==> src/rtl/vram_arbiter_pkg.sv <==
// Shared definitions for the VRAM arbiter: framebuffer size, address width, FSM encoding.
package vram_arbiter_pkg;

    localparam int unsigned VRAM_WORDS_DEFAULT = 76800;
    localparam int unsigned VRAM_AW            = 17;
    localparam int unsigned PIX_W              = 8;

    typedef enum logic {
        ST_IDLE  = 1'b0,
        ST_CLEAR = 1'b1
    } arb_state_e;

endpackage

==> src/rtl/vram_wr_fifo.sv <==
// Write FIFO for HPS download entries; the caller guarantees no push when full without a pop.
module vram_wr_fifo #(
    parameter int unsigned DEPTH = 4,
    parameter int unsigned WIDTH = 25,
    parameter int unsigned CNT_W = 3
) (
    input  logic             clk,
    input  logic             reset,
    input  logic             push_i,
    input  logic [WIDTH-1:0] wdata_i,
    input  logic             pop_i,
    output logic [WIDTH-1:0] rdata_o,
    output logic [CNT_W-1:0] count_o
);
    localparam int unsigned PW = $clog2(DEPTH);

    logic [WIDTH-1:0] mem_q [DEPTH];
    logic [PW-1:0]    wr_ptr_q;
    logic [PW-1:0]    rd_ptr_q;
    logic [CNT_W-1:0] count_q;

    always_ff @(posedge clk) begin
        if (reset) begin
            wr_ptr_q <= '0;
            rd_ptr_q <= '0;
            count_q  <= '0;
        end else begin
            if (push_i) wr_ptr_q <= wr_ptr_q + PW'(1);
            if (pop_i)  rd_ptr_q <= rd_ptr_q + PW'(1);
            count_q <= count_q + CNT_W'(push_i) - CNT_W'(pop_i);
        end
    end

    // When full with a simultaneous pop, the slot is read this cycle before it is overwritten.
    always_ff @(posedge clk) begin
        if (push_i) mem_q[wr_ptr_q] <= wdata_i;
    end

    assign rdata_o = mem_q[rd_ptr_q];
    assign count_o = count_q;

endmodule

==> src/rtl/vram_arbiter.sv <==
// Single-port VRAM arbiter: scanout reads > clear fill > buffered HPS writes.
// Define VRAM_CLEAR_EN to build the framebuffer clear engine.
module vram_arbiter
    import vram_arbiter_pkg::*;
#(
    parameter int unsigned VRAM_WORDS = VRAM_WORDS_DEFAULT,
    parameter int unsigned FIFO_DEPTH = 4
) (
    input  logic               clk,
    input  logic               reset,
    input  logic               scan_req,
    input  logic [VRAM_AW-1:0] scan_addr,
    output logic [PIX_W-1:0]   scan_data,
    output logic               scan_valid,
    input  logic               ioctl_wr,
    input  logic [VRAM_AW-1:0] ioctl_addr,
    input  logic [PIX_W-1:0]   ioctl_data,
    output logic               ioctl_wait,
    input  logic               clear_req,
    input  logic [PIX_W-1:0]   clear_value,
    output logic               clear_busy,
    output logic               clear_done,
    output logic               overflow,
    output logic [VRAM_AW-1:0] ram_addr,
    output logic               ram_we,
    output logic [PIX_W-1:0]   ram_wdata,
    input  logic [PIX_W-1:0]   ram_rdata
);
    localparam int unsigned        CNT_W    = $clog2(FIFO_DEPTH) + 1;
    localparam int unsigned        ENTRY_W  = VRAM_AW + PIX_W;
    localparam logic [VRAM_AW-1:0] WORDS_C  = VRAM_AW'(VRAM_WORDS);
    localparam logic [CNT_W-1:0]   DEPTH_C  = CNT_W'(FIFO_DEPTH);
    localparam logic [CNT_W-1:0]   DEPTH_M1 = CNT_W'(FIFO_DEPTH - 1);

    arb_state_e         state_q;
    logic [VRAM_AW-1:0] clr_cnt_q;
    logic [PIX_W-1:0]   clr_val_q;
    logic               clr_done_q;
    logic               clr_wr;

    logic [CNT_W-1:0]   fifo_count;
    logic [ENTRY_W-1:0] fifo_rdata;
    logic               wr_in_range;
    logic               fifo_push;
    logic               fifo_pop;

    logic               overflow_q, overflow_d;
    logic               scan_s1_q, scan_s2_q;
    logic [VRAM_AW-1:0] ram_addr_q, ram_addr_d;
    logic               ram_we_q, ram_we_d;
    logic [PIX_W-1:0]   ram_wdata_q, ram_wdata_d;

`ifdef VRAM_CLEAR_EN
    localparam logic [VRAM_AW-1:0] LAST_ADDR = VRAM_AW'(VRAM_WORDS - 1);

    arb_state_e         state_d;
    logic [VRAM_AW-1:0] clr_cnt_d;
    logic [PIX_W-1:0]   clr_val_d;
    logic               clr_done_d;

    always_comb begin
        state_d    = state_q;
        clr_cnt_d  = clr_cnt_q;
        clr_val_d  = clr_val_q;
        clr_done_d = 1'b0;
        clr_wr     = 1'b0;
        case (state_q)
            ST_IDLE: begin
                if (clear_req) begin
                    state_d   = ST_CLEAR;
                    clr_cnt_d = '0;
                    clr_val_d = clear_value;
                end
            end
            ST_CLEAR: begin
                // Scan reads steal the port; the fill simply resumes on the next free cycle.
                if (!scan_req) begin
                    clr_wr = 1'b1;
                    if (clr_cnt_q == LAST_ADDR) begin
                        state_d    = ST_IDLE;
                        clr_cnt_d  = '0;
                        clr_done_d = 1'b1;
                    end else begin
                        clr_cnt_d = clr_cnt_q + VRAM_AW'(1);
                    end
                end
            end
            default: state_d = ST_IDLE;
        endcase
    end

    always_ff @(posedge clk) begin
        if (reset) begin
            state_q    <= ST_IDLE;
            clr_cnt_q  <= '0;
            clr_val_q  <= '0;
            clr_done_q <= 1'b0;
        end else begin
            state_q    <= state_d;
            clr_cnt_q  <= clr_cnt_d;
            clr_val_q  <= clr_val_d;
            clr_done_q <= clr_done_d;
        end
    end
`else
    logic unused_clear;
    assign unused_clear = ^{clear_req, clear_value};
    assign state_q      = ST_IDLE;
    assign clr_cnt_q    = '0;
    assign clr_val_q    = '0;
    assign clr_done_q   = 1'b0;
    assign clr_wr       = 1'b0;
`endif

    assign wr_in_range = (ioctl_addr < WORDS_C);
    assign fifo_pop    = (fifo_count != '0) && !scan_req && (state_q == ST_IDLE);
    assign fifo_push   = ioctl_wr && wr_in_range && ((fifo_count < DEPTH_C) || fifo_pop);
    assign overflow_d  = overflow_q | (ioctl_wr & wr_in_range & ~fifo_push);

    vram_wr_fifo #(
        .DEPTH (FIFO_DEPTH),
        .WIDTH (ENTRY_W),
        .CNT_W (CNT_W)
    ) u_wr_fifo (
        .clk     (clk),
        .reset   (reset),
        .push_i  (fifo_push),
        .wdata_i ({ioctl_addr, ioctl_data}),
        .pop_i   (fifo_pop),
        .rdata_o (fifo_rdata),
        .count_o (fifo_count)
    );

    always_comb begin
        ram_addr_d  = ram_addr_q;
        ram_we_d    = 1'b0;
        ram_wdata_d = ram_wdata_q;
        if (scan_req) begin
            ram_addr_d = scan_addr;
        end else if (clr_wr) begin
            ram_addr_d  = clr_cnt_q;
            ram_we_d    = 1'b1;
            ram_wdata_d = clr_val_q;
        end else if (fifo_pop) begin
            ram_addr_d  = fifo_rdata[ENTRY_W-1:PIX_W];
            ram_we_d    = 1'b1;
            ram_wdata_d = fifo_rdata[PIX_W-1:0];
        end
    end

    always_ff @(posedge clk) begin
        if (reset) begin
            ram_addr_q  <= '0;
            ram_we_q    <= 1'b0;
            ram_wdata_q <= '0;
            overflow_q  <= 1'b0;
            scan_s1_q   <= 1'b0;
            scan_s2_q   <= 1'b0;
        end else begin
            ram_addr_q  <= ram_addr_d;
            ram_we_q    <= ram_we_d;
            ram_wdata_q <= ram_wdata_d;
            overflow_q  <= overflow_d;
            scan_s1_q   <= scan_req;
            scan_s2_q   <= scan_s1_q;
        end
    end

    assign ram_addr   = ram_addr_q;
    assign ram_we     = ram_we_q;
    assign ram_wdata  = ram_wdata_q;
    assign scan_valid = scan_s2_q;
    assign scan_data  = ram_rdata;
    assign overflow   = overflow_q;
    assign ioctl_wait = (fifo_count >= DEPTH_M1) || (state_q == ST_CLEAR);
    assign clear_busy = (state_q == ST_CLEAR);
    assign clear_done = clr_done_q;

endmodule

==> config.mk <==
export PLATFORM = sky130hd
export DESIGN_NAME = vram_arbiter
export DESIGN_NICKNAME = d
export VERILOG_FILES = /design/src/rtl/vram_arbiter_pkg.sv /design/src/rtl/vram_wr_fifo.sv /design/src/rtl/vram_arbiter.sv
export SDC_FILE = /design/constraint.sdc
export NUM_CORES = 1
export LEC_CHECK = 0
export ABC_CLOCK_PERIOD_IN_PS = 5300
export CAP_MARGIN = 25
export CORE_AREA = 2 2 100 102
export CTS_BUF_LIST = sky130_fd_sc_hd__clkbuf_2
export DETAILED_ROUTE_END_ITERATION = 16
export DIE_AREA = 0 0 102 104
export PLACE_DENSITY = 0.86
export SETUP_SLACK_MARGIN = 0.02
export SLEW_MARGIN = 10
export SYNTH_ARGS = -nofsm -noshare
export SYNTH_HDL_FRONTEND = slang
export SYNTH_SLANG_ARGS = --single-unit
==> constraint.sdc <==
create_clock -name clk -period 5.3 [get_ports clk]
set_input_delay 0.53 -clock clk [delete_from_list [all_inputs] [get_ports clk]]
set_output_delay 0.53 -clock clk [all_outputs]
set_load 0.1 [all_outputs]
* After elaboration in Yosys (flattened, before gate mapping)
Memories as Yosys holds them, arrays and structs flattened. A register that Yosys moved wholly into a read port is not among the register bits.
Index checks and enable logic that the tools add are counted.
** Storage, ports and cells
- Register bits after elaboration :: 36
- RAM bits :: 100
- Bits of input ports :: 63
- Output and inout bits :: 39
- Word-level logic and storage cells :: 38
- Memories :: 1
** Memories
- u_wr_fifo.mem_q :: depth 4, bits a word 25, read ports 1, clocked after Yosys merged registers in 1, write ports 1, RTL line vram_wr_fifo.sv:17 : logic [WIDTH-1:0] mem_q [DEPTH];
** Cells by class
- $add $sub $neg :: 4
- $lt $le $gt $ge :: 3
- Mux-type cells :: 7
- Bitwise operators :: 5
- Reductions and logical operators :: 9
** Operators by type and width (count)
- 17-bit two-way mux :: 2
- 17-bit less-than comparator (second input constant) :: 1
- 2-bit by 1-bit adder with 2-bit output (second input constant) :: 2
- 2-bit two-way mux :: 2
- 3-bit by 1-bit adder with 3-bit output :: 1
- 3-bit by 2-bit greater-or-equal comparator with 1-bit output (second input constant) :: 1
- 1-bit logical AND :: 3
- 3-bit less-than comparator (second input constant) :: 1
- 1-bit two-way mux :: 3
- 3-bit nonzero test :: 1
- 3-bit by 1-bit subtractor with 3-bit output :: 1
- 1-bit AND :: 2
- 1-bit NOT :: 2
- 2-bit AND reduction :: 1
- 2-bit nonzero test :: 1
- 2-bit OR reduction :: 1
- 1-bit logical NOT :: 1
- 1-bit logical OR :: 1
- 1-bit OR :: 1

* Longest topological paths before layout
- Depth after elaboration :: 7
- Mapped depth :: 11
- Gate-level depth less buffers :: 9

* Cells and area by module
From an unflattened synthesis, not the netlist that was laid out.
** Unflattened totals
- Cells, all modules :: 313
- Area total of the unflattened synthesis :: 5536.6 µm²
** By module, submodules not included
- vram_wr_fifo :: times used 1, cells an instance 171, area each 4078.9 µm², seq. area each 3183.1 µm²
- vram_arbiter :: times used 1, cells an instance 142, area each 1457.6 µm², seq. area each 580.6 µm²

* Least setup slack after synthesis
No wires, ideal clock.
- Kind :: input port to flip-flop
- Start point :: input scan_req
- End point :: register u_wr_fifo.count_q[2], in the netlist u_wr_fifo.count_o[2]
- Library setup time :: 128 ps
- Data arrival time :: 2186 ps
- Required time :: 5172 ps
- Path slack :: 2987 ps
- Stages :: 11
- Path buffers :: 3
- Cell sequence :: buf_6 > buf_2 > buf_1 > nor2_1 > ha_1 > inv_1 > ha_1 > inv_1 > fa_1 > xor2_1 > nor2_1
** On the way
- Cells in the longest elaborated chain, start to end :: 6
** RTL lines
- start: declaration :: RTL line vram_arbiter.sv:11 : input logic scan_req,
- 1-bit logical NOT (*) :: RTL line vram_arbiter.sv:116 : assign fifo_pop = (fifo_count != '0) && !scan_req && (state_q == ST_IDLE);
- 1-bit logical AND (*) :: RTL line vram_arbiter.sv:116
- via fifo_pop :: RTL line vram_arbiter.sv:45 : logic fifo_pop;
- 1-bit logical OR :: RTL line vram_arbiter.sv:117 : assign fifo_push = ioctl_wr && wr_in_range && ((fifo_count < DEPTH_C) || fifo_pop);
- 1-bit logical AND :: RTL line vram_arbiter.sv:117
- 3-bit by 1-bit adder with 3-bit output :: RTL line vram_wr_fifo.sv:30 : count_q <= count_q + CNT_W'(push_i) - CNT_W'(pop_i);
- 3-bit by 1-bit subtractor with 3-bit output (*) :: RTL line vram_wr_fifo.sv:30
- end signal: assignment :: RTL line vram_wr_fifo.sv:30
- end: declaration :: RTL line vram_wr_fifo.sv:20 : logic [CNT_W-1:0] count_q;
Mark *: on every way through the listed nets, which the timed path passes. The rest lies on a longest branch.
A chain may end at the register's enable or synchronous reset.

* Worst setup path after layout
- Start point :: register u_wr_fifo.count_q[1], in the netlist u_wr_fifo.count_o[1]
- End point :: output ioctl_wait
** On the way
- Cells in the longest elaborated chain, start to end :: 1
** RTL lines
- 3-bit by 2-bit greater-or-equal comparator with 1-bit output :: RTL line vram_arbiter.sv:175 : assign ioctl_wait = (fifo_count >= DEPTH_M1) || (state_q == ST_CLEAR);
- end: declaration :: RTL line vram_arbiter.sv:18 : output logic ioctl_wait,
Every way passes these cells.

==> metrics.log <==
[metrics] sequential-to-total area share from yosys stat: 0.6957
[metrics] number of setup buffers added after CTS: 0
[metrics] warning count from the yosys run: 0
[metrics] initial antenna violation count: 2
[metrics] starting DRC count in detailed routing: about 250
[metrics] sum of negative setup slack: 0 ps
[metrics] clock network power share: 0.231
[metrics] clock latency on the worst-skew pair: between 600 and 700 ps
[metrics] Max transition margin: 0.3278
[metrics] number of search-and-repair iterations in the first detailed-routing pass: 9
[metrics] clock buffer count from CTS: 17
[metrics] f_max: around 0.32 GHz
[metrics] number of nets in the layout: 486
[metrics] total count of max-transition violations in the final report: 0
[metrics] wire length on met2: around 5900 um
[metrics] DPL Wire Length: about 6700 um
[metrics] area after detailed placement: between 6000 and 7000 sq um
[metrics] count of flip-flops with a built-in enable after synthesis: 100
[metrics] count of input and output buffers: between 70 and 80
[metrics] cell chain of the critical path: ha_1 > o21ai_0 > nand2_1 > clkdlybuf4s50_1
[metrics] portion of the clock cycle consumed by the worst path in the final layout: 0.5905
[metrics] most area-consuming cells after synthesis: edfxtp_1, dfxtp_1, mux2_2
[metrics] weighted congestion at the end of routability-driven global placement: between 0.7 and 0.8
[metrics] number of placed I/O pins: a little over 100
[metrics] Worst Slack Setup Final: approximately 2200 ps
[metrics] total routed wire length on the met1 layer: between 4000 and 5000 um
[metrics] largest area contributor in the synthesized netlist: edfxtp_1
[metrics] number of H-tree levels: 4
[metrics] RSZ-0062 raised after global routing: false
[metrics] clock period minus final worst setup slack: approximately 3100 ps
[metrics] top layer in use: met4
[metrics] leading cell type in the layout, fill and taps excluded: edfxtp_1
[metrics] final hold slack: 470.9 ps
[metrics] required time at the worst-slack endpoint: 4770 ps
[metrics] Clock Pin Slew Worst Setup and Hold Paths: ~190 ps
[metrics] all-layer global routing usage: 0.2155
[metrics] worst-case clock skew: about 25 ps
[metrics] synthesized area: around 5400 sq um
[metrics] number of clock sinks: about 140
[metrics] number of buffer and inverter stages on the critical path: 1
[metrics] share of the synthesized area in the top cell type: 0.5550
[metrics] number of fill cells: 680
[metrics] post-route core utilization: 0.6782
[metrics] async set-or-reset flop fraction in the synthesized netlist: 0
[metrics] highest cell delay on the worst timing path: between 1000 and 1500 ps
[metrics] die width: roughly 100 um
[metrics] pin count of the biggest net entering global routing: 43
[metrics] area of all placed cells without fillers: 6476 sq um
[metrics] number of core rows: 36
[metrics] setup slack at placement: about 2300 ps
[metrics] Final Setup Violations: 0
[metrics] worst ir drop on vdd: approximately 0.0002 V
[metrics] number of resized instances in the post-cts repair step: 0
[metrics] via count of the first global-routing pass: about 3300
[metrics] wire length of the first global-routing pass: approximately 17000 um
[metrics] wire per inst: ~19 um
[metrics] Antenna Nets Post-Route: 0
[metrics] clk buf depth: 2
[metrics] Max FO, Critical Path: 6
[metrics] root buffer cell: clkbuf_2
[metrics] cts-stage hold buffer count: 0
[metrics] count of cell types in the netlist: 39
[metrics] Leak: about 0.0022 uW
[metrics] clock tree from TritonCTS: yes
[metrics] drt drc: 0
[metrics] type of the tightest min-delay check: reg -> reg
[metrics] slew at the pin closest to its max-slew limit: 1005 ps
[metrics] net switching power: ~1100 uW
[metrics] Cells after Synth: approximately 350
[metrics] Via density: between 5 and 6
[metrics] cell at the slowest stage of the critical path: clkdlybuf4s50_1
[metrics] post-synthesis to final-layout area growth: 19.70%
[metrics] Power Internal: a little under 2000 uW
[metrics] combinational share of power: 0.332
[metrics] total count of hold-check failures in the final report: 0
[metrics] share of total power consumed by net switching: 0.3691
[metrics] overall routed net length: 10950 um
[metrics] Sequential Power Share: 0.437
[metrics] mean area per synthesized cell: 15.64 sq um
[metrics] result of the run: complete, no violations
[metrics] most frequent cells in the layout: edfxtp_1, clkdlybuf4s50_1, dfxtp_1
[metrics] routed length on met3: between 800 and 900 um
[metrics] Startpoint Class: register
[metrics] synthesized flop and latch total: about 140
[metrics] starting density of the core: 0.5666
[metrics] die boundary height: around 100 um
[metrics] area of the core: between 9000 and 10000 sq um
[metrics] die area: 10610 sq um
[metrics] number of maximum-capacitance constraint violations: 0
[metrics] CP delay by family, top: buffers and inverters
[metrics] critical path endpoint category: output port
[metrics] Overflow after GRT: 0
[metrics] layout cells sized above 1: 0.2079
[metrics] power per unit of standard cell area: between 400 and 500 nW/um^2
[metrics] crit path kind: reg -> out
[metrics] Primary FF master, synth: edfxtp_1
[metrics] data arrival time at the worst-slack endpoint: around 2600 ps
[metrics] vias after detailed routing: between 3000 and 4000
==> per-layer routing <==
metal	track usage	vias up
met5	0	-
met4	0.1019	0
met3	0.07056	17
met2	0.3581	133
met1	0.2498	1612
li1	-	1467
==> synthesized netlist by cell type, drive strengths merged (3+ instances only) <==
master and instances:
ha 7, and2 4, nand3 8, mux4 8
clkbuf 8, mux2 35, nor2b 3, nor2 8
a21oi 27, dfxtp 38, buf 25, inv 9
nand2 3, a222oi 17, o21ai 27, edfxtp 100
==> power by group through the flow <==
| stage | registers, uW | clock network (uW) | logic, uW |
|---|---|---|---|
| 3_3_place_gp | 1380 | 0 | 957 |
| 2_1_floorplan | 1730 | 0 | 446 |
| 5_1_grt | 1360 | 768 | 1070 |
| 3_5_place_dp | 1390 | 0 | 978 |
| 4_1_cts | 1370 | 723 | 985 |
| 6_report | 1340 | 708 | 1020 |
==> path summary, 6_finish.rpt <==
kind,start,endpoint,slack [ps],cells past startpoint
setup / recovery,u_wr_fifo.count_o[1]$_SDFF_PP0_,ioctl_wait,2170,4
hold / removal,scan_s1_q$_SDFF_PP0_,scan_valid$_SDFF_PP0_,470,1
setup reg to reg,u_wr_fifo.count_o[1]$_SDFF_PP0_,u_wr_fifo.count_o[2]$_SDFF_PP0_,3020,9
hold reg to reg,scan_s1_q$_SDFF_PP0_,scan_valid$_SDFF_PP0_,470,1
==> sequential cells by signal, indices dropped and copies added, names as in the netlist, named ones only <==
name	cells
u_wr_fifo.mem_q	100
ram_addr	17
ram_wdata	8
u_wr_fifo.count_o	3
u_wr_fifo.rd_ptr_q	2
u_wr_fifo.wr_ptr_q	2
overflow	1
ram_we	1
scan_s1_q	1
scan_valid	1
==> logic make-up after synthesis <==
| family | after synthesis | share of synthesized area |
|---|---|---|
| AO/OA/AOI/OAI | 79 | 0.09552 |
| XOR/XNOR | 1 | 0.001619 |
| adder cells (fa/ha/maj) | 8 | 0.01989 |
| buffers and inverters | 43 | 0.04648 |
| flip-flops | 138 | 0.6957 |
| multiplexers | 44 | 0.1080 |
| other | 1 | 0.0006931 |
| AND/OR/NAND/NOR | 32 | 0.03215 |
==> stage by stage <==
step                      std cells  power [uW]
final                           562        3073
after global routing            562        3195
after CTS                       559        3075
after detailed placement        527        2369
after global placement          527        2338
after floorplan                 347        2177
==> final cells by class <==
cell class / instances / area, sq um / share of cell area
Tap cell: 133 / 166.4 / 0.02570
Multi-Input combinational cell: 166 / 1399 / 0.2160
Clock inverter: 13 / 200.2 / 0.03091
Sequential cell: 138 / 3765 / 0.5813
Inverter: 10 / 37.54 / 0.005796
Antenna cell: 1 / 2.502 / 0.0003864
Clock buffer: 19 / 95.09 / 0.01468
Timing Repair Buffer: 82 / 810.8 / 0.1252
Power figures use the tool's default switching activity.
